--- src/rtl/mmcm_sweep_ctrl.sv ---
// Sweep sequencer for the MMCM DRP reconfiguration engine: steps CLKOUT0 half-period through
// [HP_MIN..HP_MAX], requesting a reconfig, waiting for done/lock (with timeout), then dwelling.
module mmcm_sweep_ctrl #(
  parameter int unsigned HP_MIN       = 10,
  parameter int unsigned HP_MAX       = 20,
  parameter int unsigned DWELL_CYCLES = 2**24,
  parameter int unsigned LOCK_TIMEOUT = 65536,
  parameter int unsigned BOUNCE       = 0
) (
  input  logic        clk,
  input  logic        rst_n,
  input  logic        enable,
  input  logic        ready,
  input  logic        reconfig_done,
  input  logic        locked,
  output logic [5:0]  half_period,
  output logic        start_reconfig,
  output logic        busy,
  output logic [15:0] step_count,
  output logic        lock_fail,
  output logic [7:0]  fail_count
);

  // Widths sized with +1 so a count of 1 never yields a zero-width counter.
  localparam int unsigned TW = $clog2(LOCK_TIMEOUT + 1);
  localparam int unsigned DW = $clog2(DWELL_CYCLES + 1);

  localparam logic [5:0]    HpMin     = 6'(HP_MIN);
  localparam logic [5:0]    HpMax     = 6'(HP_MAX);
  localparam logic [TW-1:0] TmoLast   = TW'(LOCK_TIMEOUT - 1);
  localparam logic [DW-1:0] DwellLast = DW'(DWELL_CYCLES - 1);

  typedef enum logic [2:0] {
    StIdle,
    StReq,
    StWaitDone,
    StWaitLock,
    StDwell,
    StAdvance
  } state_e;

  state_e        state_q, state_d;
  logic [5:0]    hp_q, hp_d;
  logic          dir_up_q, dir_up_d;
  logic          start_q, start_d;
  logic          busy_q, busy_d;
  logic [15:0]   step_q, step_d;
  logic          fail_flag_q, fail_flag_d;
  logic [7:0]    fail_cnt_q, fail_cnt_d;
  logic [TW-1:0] tmo_q, tmo_d;
  logic [DW-1:0] dwell_q, dwell_d;

  logic [5:0]    hp_adv;
  logic          dir_adv;
  logic          tmo_hit;

  // Next half-period value applied when leaving ADVANCE.
  always_comb begin
    hp_adv  = hp_q;
    dir_adv = dir_up_q;
    if (HP_MIN == HP_MAX) begin
      hp_adv  = hp_q;
      dir_adv = dir_up_q;
    end else if (BOUNCE == 0) begin
      hp_adv = (hp_q == HpMax) ? HpMin : hp_q + 6'd1;
    end else if (dir_up_q) begin
      if (hp_q == HpMax) begin
        dir_adv = 1'b0;
        hp_adv  = hp_q - 6'd1;
      end else begin
        hp_adv  = hp_q + 6'd1;
      end
    end else begin
      if (hp_q == HpMin) begin
        dir_adv = 1'b1;
        hp_adv  = hp_q + 6'd1;
      end else begin
        hp_adv  = hp_q - 6'd1;
      end
    end
  end

  assign tmo_hit = (tmo_q == TmoLast);

  always_comb begin
    state_d     = state_q;
    hp_d        = hp_q;
    dir_up_d    = dir_up_q;
    start_d     = 1'b0;
    step_d      = step_q;
    fail_flag_d = fail_flag_q;
    fail_cnt_d  = fail_cnt_q;
    tmo_d       = tmo_q;
    dwell_d     = dwell_q;

    unique case (state_q)
      StIdle: begin
        if (enable) state_d = StReq;
      end
      StReq: begin
        if (ready) begin
          state_d = StWaitDone;
          start_d = 1'b1;
          tmo_d   = '0;
        end
      end
      StWaitDone: begin
        tmo_d = tmo_q + TW'(1);
        if (tmo_hit) begin
          fail_flag_d = 1'b1;
          if (fail_cnt_q != 8'hFF) fail_cnt_d = fail_cnt_q + 8'd1;
          state_d = StReq;
        end else if (reconfig_done) begin
          // A lock seen together with done is only taken from the next cycle on.
          state_d = StWaitLock;
        end
      end
      StWaitLock: begin
        tmo_d = tmo_q + TW'(1);
        if (locked) begin
          state_d = StDwell;
          step_d  = step_q + 16'd1;
          dwell_d = '0;
        end else if (tmo_hit) begin
          fail_flag_d = 1'b1;
          if (fail_cnt_q != 8'hFF) fail_cnt_d = fail_cnt_q + 8'd1;
          state_d = StReq;
        end
      end
      StDwell: begin
        dwell_d = dwell_q + DW'(1);
        if (dwell_q == DwellLast) state_d = StAdvance;
      end
      StAdvance: begin
        hp_d     = hp_adv;
        dir_up_d = dir_adv;
        state_d  = enable ? StReq : StIdle;
      end
      default: begin
        state_d = StIdle;
      end
    endcase

    busy_d = (state_d != StIdle);
  end

  always_ff @(posedge clk or negedge rst_n) begin
    if (!rst_n) begin
      state_q     <= StIdle;
      hp_q        <= HpMin;
      dir_up_q    <= 1'b1;
      start_q     <= 1'b0;
      busy_q      <= 1'b0;
      step_q      <= '0;
      fail_flag_q <= 1'b0;
      fail_cnt_q  <= '0;
      tmo_q       <= '0;
      dwell_q     <= '0;
    end else begin
      state_q     <= state_d;
      hp_q        <= hp_d;
      dir_up_q    <= dir_up_d;
      start_q     <= start_d;
      busy_q      <= busy_d;
      step_q      <= step_d;
      fail_flag_q <= fail_flag_d;
      fail_cnt_q  <= fail_cnt_d;
      tmo_q       <= tmo_d;
      dwell_q     <= dwell_d;
    end
  end

  assign half_period    = hp_q;
  assign start_reconfig = start_q;
  assign busy           = busy_q;
  assign step_count     = step_q;
  assign lock_fail      = fail_flag_q;
  assign fail_count     = fail_cnt_q;

endmodule

--- config.mk ---
export PLATFORM = sky130hd
export DESIGN_NAME = mmcm_sweep_ctrl
export DESIGN_NICKNAME = d
export VERILOG_FILES = /design/src/rtl/mmcm_sweep_ctrl.sv
export SDC_FILE = /design/constraint.sdc
export NUM_CORES = 1
export LEC_CHECK = 0
export CAP_MARGIN = 20
export CORE_MARGIN = 2
export CORE_UTILIZATION = 30
export DETAILED_ROUTE_END_ITERATION = 8
export PLACE_DENSITY = 0.47
export SLEW_MARGIN = 20
export SYNTH_ARGS = -nofsm -noshare
export SYNTH_HDL_FRONTEND = slang
export SYNTH_SLANG_ARGS = --single-unit
--- constraint.sdc ---
create_clock -name clk -period 3.1 [get_ports clk]
set_input_delay 0.62 -clock clk [delete_from_list [all_inputs] [get_ports clk]]
set_output_delay 0.62 -clock clk [all_outputs]
set_load 0.02 [all_outputs]
Word level (Yosys, flattened, before mapping)
Cells that the tools add are included.

word-level totals
  input port bits = 6
  output and inout bits = 33
  register bits = 78
  logic and storage cells = 59

cells by class
  add/subtract/negate cells = 5
  reductions and logical operators = 10
  equality and inequality tests = 12
  mux-type cells = 23

operators by type and width
  cell                   number
  $pmux 25 s2            1
  $pmux 17 s2            1
  $add 25x1->25 const B  1
  $eq 25x24->1 const B   1
  $mux 25                1
  $mux 8                 3
  $mux 3                 7
  $pmux 3 s6             1
  $add 17x1->17 const B  1
  $eq 17x16->1 const B   1
  $mux 17                1
  $add 16x1->16 const B  1
  $pmux 8 s2             1
  $add 8x1->8 const B    1
  $ne 8x8->1 const B     1
  $reduce_and 2->1       4
  $add 6x1->6 const B    1
  $eq 3x2->1 const B     2
  $eq 3x3->1 const B     2
  $eq 6x5->1 const B     1
  $mux 6                 1
  $ne 2x2->1 const B     3
  $reduce_bool 2->1      3
  $mux 1                 5
  5 further kinds        5

Depth between registers and ports, before layout
Gate-level depths: netlist of run 1.

  word-level depth = 5
  mapped depth = 9
  mapped depth without buffers = 9

Least setup slack after synthesis of run 1
Ideal clock, no wire load.

  path kind = register to register
  start = register state_q[1]
  end = register dwell_q[24]
  buffers on the path = 1
  arrival time = 2.074 ns
  period minus slack after synthesis = 2.197 ns
  required time = 2.977 ns
  slack = 0.903 ns
  setup time = 0.123 ns
  stages on the path, launching flop included = 6
  cell sequence = dfrtp_1 or3b_4 or4_1 buf_2 or4_4 mux2i_1

between the ends
  cells in the longest elaborated chain, start to end = 3
  elaborated cells between the ends (all ways) = 6

RTL lines
  element                                                    line  source
  from (decl)                                                42    state_e state_q, state_d;
  from (signal assigned)                                     149   state_q <= StIdle;
  from (signal assigned)                                     160   state_q <= state_d;
  $eq 3x2->1 or $eq 3x3->1 (tied branches)                   96    unique case (state_q)
  $ne 2x2->1 (no line) or $reduce_bool 2->1 (tied branches)  --
  $reduce_and 2->1 (no line)                                 --
  to (signal assigned)                                       169   dwell_q <= dwell_d;
  to (decl)                                                  51    logic [DW-1:0] dwell_q, dwell_d;

Parallel ways exist; a longest one is shown, timed or not.
A chain may end at the register's enable or synchronous reset.

Worst setup path after layout of run 1
  start = register state_q[2]
  end = register dwell_q[24]

The elaborated chain is that of the path after synthesis.

==> impl_metrics.py, run 1 <==
metrics = {
    "status": {
        "status": "finished, final reports clean",
    },
    "place": {
        "gp_congestion": 0.720,
        "detailed_place_hpwl_mm": 5.37,
        "dp_cells": 583,
        "port_buffers": 38,
    },
    "floorplanning": {
        "fp.dieW_um": 117,
        "io_pins": 39,
        "start_util_pct": 30.5,
        "die_h_um": 117,
        "row_count": 41,
        "die_area_um2": 13700,
        "core-area_um2": 12500,
    },
    "cts": {
        "cts_htree_levels": 3,
        "cts_max_path_buffers": 2,
        "ctsResizeCount": 0,
        "cts_buffers": 9,
        "clock-sinks": 78,
        "clk_pin_slew_ns": 0.06,
        "cts_tree": "done",
        "clock_latency_ns": 0.33,
        "cts-root-buf": "clkbuf_16",
        "cts_setup_buffers": 0,
        "hold_buffers": 0,
    },
    "job": {
        "drv_cap": 0,
    },
    "power": {
        "ir_drop_mv": 0.330,
        "total_power_uw": 3210,
        "p_leak_uw": 0.00202,
        "power_density_nw_per_um2": 686,
    },
    "sta": {
        "rsz0062_at_grt": "no",
        "fmax_mhz": 383,
        "skew_ns": 0.00444,
        "setup_viol": 0,
        "hold_viol": 0,
        "timing.slew.headroom_pct": 50.5,
        "drv_slew": 0,
        "fin_crit_sh_pct": 84.3,
        "period_needed_ns": 2.61,
        "worstMarginPinSlew_ns": 0.736,
        "fin_setup_tns_ns": 0,
    },
    "route": {
        "drt_pass1_iterations": 4,
        "dr_wl_met2_mm": 3.65,
        "via_per_inst": 4.85,
        "highest_layer": "met4",
        "drt_iter0_drc": 146,
        "wl_met3_um": 207,
        "vias": 2905,
        "m1WireLength_mm": 3.99,
        "wl_per_cell_um": 13.4,
        "drcViolationCount": 0,
        "final_antenna_net_count": 0,
        "routed_wl_mm": 8.02,
    },
    "setup_path": {
        "arrival_ns": 2.83,
        "crit_fanout": 16,
        "critical_path_class": "reg -> reg",
        "critPathLaunchType": "register",
        "end_kind": "register",
        "crit_required_ns": 3.32,
    },
    "layout": {
        "layout.cells.non_filler": 599,
        "fillers": 1295,
        "drive_above_1_share_pct": 7.26,
        "n_antenna_cell": 0,
        "syn_to_final_growth_pct": 22.2,
        "nets": 436,
    },
    "global_routing": {
        "grt_pass1_vias": 2743,
        "grt_max_degree": 79,
        "grt-ovfl-total": 0,
        "grt_usage_pct": 12.7,
        "antenna_found_initial": 0,
        "grt_pass1_wl_mm": 13.7,
    },
    "yosys": {
        "ys_seq_area_share_pct": 51.1,
        "yosysUniqueCellTypes": 46,
        "synth_top_area_share_pct": 49.7,
        "ys_warn_count": 0,
        "yosys_most_used_dff": "dfrtp_1",
        "postSynth.asyncResetShare_pct": 100,
        "syn_inst": 383,
        "synth_area_um2": 3820,
        "synth_top_cell_by_area": "dfrtp_1",
        "syn_nets": 397,
        "ys_ff_latch": 78,
        "syn_avg_cell_area_um2": 9.98,
        "synth_edf_count": 0,
        "synth.area.top_cells": "dfrtp_1, xnor2_1, nand2_1",
    },
    "hold_path": {
        "min_path_type": "in -> async",
    },
}
==> synthesized netlist by cell type, types with 3 or more instances <==
cell type	n
nor2b_1	4
nand4b_1	3
o21ai_0	19
a21o_1	3
dfrtp_1	76
nor2_1	25
nor4_1	11
o31ai_1	3
mux2_2	4
nand3b_1	3
nor3b_1	5
xnor2_1	19
nand3_1	27
nor3_1	13
and4_1	3
inv_1	9
or3_1	5
clkbuf_1	12
xor2_1	13
and2_1	3
ha_1	8
and3_1	6
a31oi_1	7
nand2_1	41
nand4_1	14
a21oi_1	10
mux2i_1	11
==> layout make-up <==
type	instances	area [um2]	share of cell area, %
well taps	172	215	4.61
inverters	10	37.5	0.803
multi-input cells	281	1780	38.2
clock inverters	4	22.5	0.482
repair buffers	42	412	8.81
flip-flops and latches	78	1950	41.8
clock buffers	12	246	5.28
==> metal layers <==
layer  GRT usage [%]  vias up
met5               0        -
met4            6.35        0
li1                -     1452
met3            2.21       10
met1            17.3     1409
met2            19.4       34
==> power breakdown <==
group / internal [uW] / switching, uW / leakage [uW]
sequential: 1230 / 270 / 0.00105
combinational: 332 / 407 / 0.000835
clock: 560 / 405 / 0.000132
total: 2130 / 1080 / 0.00202
==> state kept, by name (all words and copies together) (netlist names) <==
| register | cells |
|---|---|
| state_q | 3 |
| lock_fail | 1 |
| dwell_q | 25 |
| tmo_q | 17 |
| busy | 1 |
| fail_count | 8 |
| step_count | 16 |
| start_reconfig | 1 |
| half_period | 6 |
==> through the flow <==
stage | worst slack (ns) | hold slack [ns] | util [%] | cell area [um2]
6_report | 0.486 | 0.295 | 37.3 | 4670
5_1_grt | 0.356 | 0.390 | 37.3 | 4670
4_1_cts | 0.491 | 0.471 | 37.3 | 4670
3_5_place_dp | 0.500 | 0.461 | 35.1 | 4400
3_3_place_gp | 0.521 | 0.460 | 35.1 | 4400
2_1_floorplan | 0.903 | 0.324 | - | 3820
==> cells in the final DEF (no fill, tap or decap), types with 3 or more instances in the layout <==
cell type,count
nor2b_1,4
and2_1,3
a21o_1,3
nand3b_1,3
dfrtp_1,76
nor4_1,11
or3_1,5
clkbuf_16,9
buf_4,4
nor2_1,25
clkdlybuf4s50_1,37
inv_1,9
nand4b_1,3
and4_1,3
nor3_1,13
a21oi_1,10
xnor2_1,19
clkinv_2,3
mux2i_1,11
mux2_2,4
ha_1,8
nand3_1,27
nor3b_1,5
xor2_1,13
nand2_1,41
o31ai_1,3
and3_1,6
a31oi_1,7
o21ai_0,19
nand4_1,14
==> path summary, 6_finish.rpt <==
| kind | startpoint | slack (ns) | depth (start not counted) | endpoint |
|---|---|---|---|---|
| setup reg to reg | state_q[2]$_DFF_PN0_ | 0.49 | 4 | dwell_q[24]$_DFFE_PN0P_ |
| setup / recovery | state_q[2]$_DFF_PN0_ | 0.49 | 4 | dwell_q[24]$_DFFE_PN0P_ |
| hold reg to reg | dwell_q[24]$_DFFE_PN0P_ | 0.46 | 1 | dwell_q[24]$_DFFE_PN0P_ |
| min in group clk | dwell_q[24]$_DFFE_PN0P_ | 0.46 | 1 | dwell_q[24]$_DFFE_PN0P_ |
| hold / removal | rst_n | 0.30 | 1 | tmo_q[14]$_DFFE_PN0P_ |
| max in group asynchronous | rst_n | 2.27 | 1 | tmo_q[13]$_DFFE_PN0P_ |
==> critical path, stage by stage, from the launching register on <==
cell and delay (ns):
dfrtp_1 0.63, or3b_4 0.53, or4_1 0.65, or4_4 0.56
mux2i_1 0.13
==> logic make-up (layout without fill, tap and decap cells) <==
group / Yosys count / after routing / synth area share (%)
and+or+nand+nor: 171 / 171 / 23.5
AOI/OAI and AO/OA: 55 / 55 / 8.97
xor gates and xnor gates: 32 / 32 / 7.33
DFF: 78 / 78 / 51.1
muxes: 15 / 15 / 4.06
buffers and inverters: 24 / 68 / 2.39
adders and majority gates: 8 / 8 / 2.62
(Power assumes the default switching activity.)
==> inputs of run 2 (changes only) <==
--- a/config.mk
+++ b/config.mk
@@ -9,7 +9,7 @@
 export CORE_MARGIN = 2
 export CORE_UTILIZATION = 30
 export DETAILED_ROUTE_END_ITERATION = 8
-export PLACE_DENSITY = 0.47
+export PLACE_DENSITY = 0.48
 export SLEW_MARGIN = 20
 export SYNTH_ARGS = -nofsm -noshare
 export SYNTH_HDL_FRONTEND = slang
==> constraint.sdc (replaced) <==
create_clock -name clk -period 2.2 [get_ports clk]
set_input_delay 0.44 -clock clk [delete_from_list [all_inputs] [get_ports clk]]
set_output_delay 0.44 -clock clk [all_outputs]
set_load 0.02 [all_outputs]
==> impl_metrics.py, run 2 (synthesis results as in run 1) <==
metrics = {
    "cts": {
        "cts-root-buf": "clkbuf_16",
        "cts_max_path_buffers": 2,
        "clk_pin_slew_ns": 0.06,
        "clock-sinks": 78,
        "hold_buffers": 0,
        "cts_buffers": 9,
        "cts_tree": "done",
        "clock_latency_ns": 0.34,
        "cts_htree_levels": 3,
    },
    "power": {
        "power_density_nw_per_um2": 991,
        "ir_drop_mv": 0.340,
        "p_leak_uw": 0.00216,
    },
    "sta": {
        "skew_ns": 0.00769,
        "setup_viol": 0,
        "worstMarginPinSlew_ns": 0.614,
        "timing.slew.headroom_pct": 58.9,
        "worst_slack_ns": 0.0953,
        "rsz0062_at_grt": "yes",
        "hold_viol": 0,
        "period_needed_ns": 2.10,
        "drv_slew": 0,
        "fin_crit_sh_pct": 95.7,
        "fmax_mhz": 475,
    },
    "floorplanning": {
        "die_h_um": 117,
        "io_pins": 39,
        "start_util_pct": 30.5,
        "core-area_um2": 12500,
        "fp.dieW_um": 117,
        "row_count": 41,
        "die_area_um2": 13700,
    },
    "setup_path": {
        "crit_fanout": 2,
        "critical_path_class": "reg -> reg",
        "arrival_ns": 2.33,
        "critPathLaunchType": "register",
        "end_kind": "register",
        "crit_required_ns": 2.42,
    },
    "layout": {
        "n_antenna_cell": 0,
        "syn_to_final_growth_pct": 30.2,
        "nets": 460,
        "drive_above_1_share_pct": 14.4,
        "final_cell_mix": "dfrtp_1, nand2_1, clkdlybuf4s50_1",
        "largest_register_ffs": 25,
        "mostFrequentLayoutCell": "dfrtp_1",
        "final_util_pct": 39.8,
        "largest-register": "dwell_q",
    },
    "route": {
        "drcViolationCount": 0,
        "final_antenna_net_count": 0,
        "drt_iter0_drc": 138,
        "routed_wl_mm": 8.23,
        "vias": 2989,
        "via_per_inst": 4.80,
        "drt_pass1_iterations": 4,
        "wl_per_cell_um": 13.2,
    },
    "global_routing": {
        "antenna_found_initial": 0,
        "grt_pass1_wl_mm": 13.7,
        "grt_pass1_vias": 2855,
        "grt-ovfl-total": 0,
        "grt_max_degree": 79,
        "grt_usage_pct": 12.7,
    },
    "place": {
        "port_buffers": 38,
        "gp_congestion": 0.758,
        "dp_slack_ns": 0.0299,
        "detailed_place_hpwl_mm": 5.52,
    },
    "hold_path": {
        "min_path_type": "in -> async",
    },
    "job": {
        "drv_cap": 0,
    },
    "status": {
        "status": "finished, final reports clean",
    },
}
-- run 2: cell types whose count changed in the layout (fill, tap and decap cells not counted), sizes merged --
| cell | change |
|---|---|
| buf | +24 |
| bufinv | +2 |
| clkbuf | -2 |
| clkinv | -1 |
| inv | +1 |
-- run 2: what timing repair did --
item	CTS	global route
setup buffers	0	4
endpoints found under the setup margin	0	11
gates resized for setup	0	10
-- run 2: per-stage QoR --
step	hold slack (ns)	total power, uW	TNS, ns	cell area [um2]	instances
2_1_floorplan	0.144	2750	0	3820	383
3_3_place_gp	0.455	3270	0	4560	603
3_5_place_dp	0.463	3270	0	4560	603
4_1_cts	0.138	4960	0	4890	619
5_1_grt	0.153	5270	-0.154	4980	623
6_report	0.110	4930	0	4980	623
-- run 2: area by class of cell --
cell class              count  area (um2)
repair buffers             66         601
clock inverters             6        93.8
fillers                  1279        7540
multi-input cells         281        1840
flip-flops and latches     78        1950
well taps                 172         215
clock buffers              10         239
inverters                  10        37.5
-- run 2: critical path: stages, from the launching register on --
cell     delay (ns)
dfrtp_1        0.38
or3b_4         0.40
or4_1          0.56
or4_4          0.54
mux2i_1        0.13
-- run 2: where the power goes --
group	internal, uW	total, uW	switching (uW)
clock	1030	1650	618
combinational	556	1230	676
sequential	1740	2050	313
-- run 2: layer usage --
layer	global-route usage [%]	up-vias	wire length [um]
met5	0	-	0
met4	5.18	0	140
met3	3.19	8	216
met2	19.5	32	3700
met1	17.2	1442	4170
li1	-	1507	-
-- run 2: final timing paths --
| kind | from | end | slack [ns] | cells after the start |
|---|---|---|---|---|
| setup / recovery | state_q[1]$_DFF_PN0_ | dwell_q[24]$_DFFE_PN0P_ | 0.1 | 4 |
| hold / removal | rst_n | tmo_q[14]$_DFFE_PN0P_ | 0.11 | 2 |
| setup reg to reg | state_q[1]$_DFF_PN0_ | dwell_q[24]$_DFFE_PN0P_ | 0.1 | 4 |
| hold reg to reg | dwell_q[24]$_DFFE_PN0P_ | dwell_q[24]$_DFFE_PN0P_ | 0.47 | 1 |
| max in group asynchronous | rst_n | half_period[1]$_DFFE_PN1N_ | 1.71 | 2 |
| min in group clk | dwell_q[24]$_DFFE_PN0P_ | dwell_q[24]$_DFFE_PN0P_ | 0.47 | 1 |
==> inputs of run 3 (changes only) <==
--- a/config.mk
+++ b/config.mk
@@ -10,6 +10,7 @@
 export CORE_UTILIZATION = 30
 export DETAILED_ROUTE_END_ITERATION = 8
 export PLACE_DENSITY = 0.48
+export RECOVER_POWER = 50
 export SLEW_MARGIN = 20
 export SYNTH_ARGS = -nofsm -noshare
 export SYNTH_HDL_FRONTEND = slang
==> impl_metrics.py, run 3 (synthesis results as in run 1) <==
metrics = {
    "place": {
        "detailed_place_hpwl_mm": 5.52,
        "dp_slack_ns": 0.0299,
        "port_buffers": 38,
        "placed_area_um2": 4560,
        "gp_congestion": 0.758,
        "dp_cells": 603,
    },
    "route": {
        "drt_pass1_iterations": 4,
        "vias": 2992,
        "drt_iter0_drc": 135,
        "routed_wl_mm": 8.22,
        "drcViolationCount": 0,
        "final_antenna_net_count": 0,
        "via_per_inst": 4.80,
        "wl_per_cell_um": 13.2,
    },
    "power": {
        "total_power_uw": 4910,
        "p_leak_uw": 0.00214,
        "power_density_nw_per_um2": 993,
        "ir_drop_mv": 0.340,
    },
    "sta": {
        "timing.slew.headroom_pct": -17.4,
        "skew_ns": 0.00733,
        "whs_ns": 0.468,
        "fmax_mhz": 475,
        "worst_slack_ns": 0.0957,
        "fin_crit_sh_pct": 95.7,
        "rsz0062_at_grt": "yes",
        "hold_viol": 0,
        "worstMarginPinSlew_ns": 1.76,
        "setup_viol": 0,
        "period_needed_ns": 2.10,
        "drv_slew": 79,
    },
    "cts": {
        "clock_latency_ns": 0.34,
        "cts_tree": "done",
        "cts_buffers": 9,
        "cts_htree_levels": 3,
        "clk_pin_slew_ns": 0.06,
        "clock-sinks": 78,
        "cts_max_path_buffers": 2,
        "cts-root-buf": "clkbuf_16",
    },
    "floorplanning": {
        "core-area_um2": 12500,
        "start_util_pct": 30.5,
        "io_pins": 39,
        "die_area_um2": 13700,
        "fp.dieW_um": 117,
        "row_count": 41,
        "die_h_um": 117,
    },
    "hold_path": {
        "min_from": "dwell_q[24]$_DFFE_PN0P_",
        "min_path_type": "reg -> reg",
        "hold_end": "dwell_q[24]$_DFFE_PN0P_",
        "holdPathStages": 1,
    },
    "setup_path": {
        "slowest_delay_ns": 0.56,
        "reg2reg_depth": 4,
        "arrival_ns": 2.33,
        "crit-reg2reg-launch": "state_q[1]$_DFF_PN0_",
        "crit_fanout": 2,
        "crit_required_ns": 2.42,
        "regToRegEndpoint": "dwell_q[24]$_DFFE_PN0P_",
        "r2r_slack_ns": 0.1,
        "critical_path_class": "reg -> reg",
        "path_cells": "or3b_4 -> or4_1 -> or4_4 -> mux2i_1",
        "crit_slowest_cell": "or4_1",
        "critPathLaunchType": "register",
        "end_kind": "register",
    },
    "layout": {
        "mostFrequentLayoutCell": "dfrtp_1",
        "final_area_um2": 4950,
        "n_antenna_cell": 0,
        "regArea_um2": 1950,
        "fillers": 1281,
        "final_cell_mix": "dfrtp_1, nand2_1, clkdlybuf4s50_1",
        "multiInputGateArea_um2": 1840,
        "layout.cells.non_filler": 623,
        "largest_register_ffs": 25,
        "nets": 460,
        "drive_above_1_share_pct": 13.5,
        "largest-register": "dwell_q",
        "syn_to_final_growth_pct": 29.4,
    },
    "global_routing": {
        "grt-ovfl-total": 0,
        "grt_max_degree": 79,
        "grt_pass1_vias": 2855,
        "grt_usage_pct": 12.7,
        "grt_pass1_wl_mm": 13.7,
        "antenna_found_initial": 0,
    },
    "job": {
        "drv_cap": 1,
    },
    "status": {
        "status": "finished, violations left",
        "failed_checks": "capacitance limit, slew limit",
    },
}
run 3: how the worst max path moves through the flow:
stage                     cells after the start                         to            startpoint  slack (ns)
final                                         4    dwell_q[24]$_DFFE_PN0P_  state_q[1]$_DFF_PN0_         0.1
after detailed placement                      5      tmo_q[15]$_DFFE_PN0P_                 ready        0.03
after floorplan                               5    dwell_q[24]$_DFFE_PN0P_  state_q[1]$_DFF_PN0_       0.003
after CTS                                     9       state_q[0]$_DFF_PN0_  tmo_q[0]$_DFFE_PN0P_        0.03
after global routing                          9  fail_count[3]$_DFFE_PN0P_  tmo_q[1]$_DFFE_PN0P_       -0.07
after global placement                        5    dwell_q[22]$_DFFE_PN0P_  state_q[1]$_DFF_PN0_        0.02
run 3: layout make-up:
| cell class | instances | share of cell area (%) |
|---|---|---|
| Multi-Input combinational cell | 281 | 37.1 |
| Clock inverter | 6 | 1.90 |
| Timing Repair Buffer | 66 | 11.5 |
| Inverter | 10 | 0.759 |
| Clock buffer | 10 | 4.83 |
| Tap cell | 172 | 4.35 |
| Sequential cell | 78 | 39.5 |
run 3: through the flow:
stage / utilization [%] / setup TNS [ns]
2_1_floorplan: - / 0
3_3_place_gp: 36.4 / 0
3_5_place_dp: 36.4 / 0
4_1_cts: 39.1 / 0
5_1_grt: 39.5 / -0.154
6_report: 39.5 / 0
run 3: critical path, delay by kind of cell, from the launching register on:
| kind | cells | cell delay [ns] |
|---|---|---|
| DFF | 1 | 0.38 |
| muxes | 1 | 0.13 |
| and+or+nand+nor | 3 | 1.50 |
run 3: power breakdown:
group	internal [uW]	switching, uW
Clock	1030	619
Sequential	1740	313
Combinational	532	677
Total	3300	1610
run 3: layer usage:
layer,vias to the layer above,GRT usage [%],share of wire (%)
met3,7,3.19,2.7
met5,-,0,0
met4,0,5.18,1.6
met2,33,19.5,45
met1,1443,17.2,50
li1,1509,-,-
run 3: timing repair:
item                       4_1_cts  5_1_grt
setup buffers                    0        4
setup endpoints to repair        0       11
hold buffers                     0        0
resized for setup                0       10
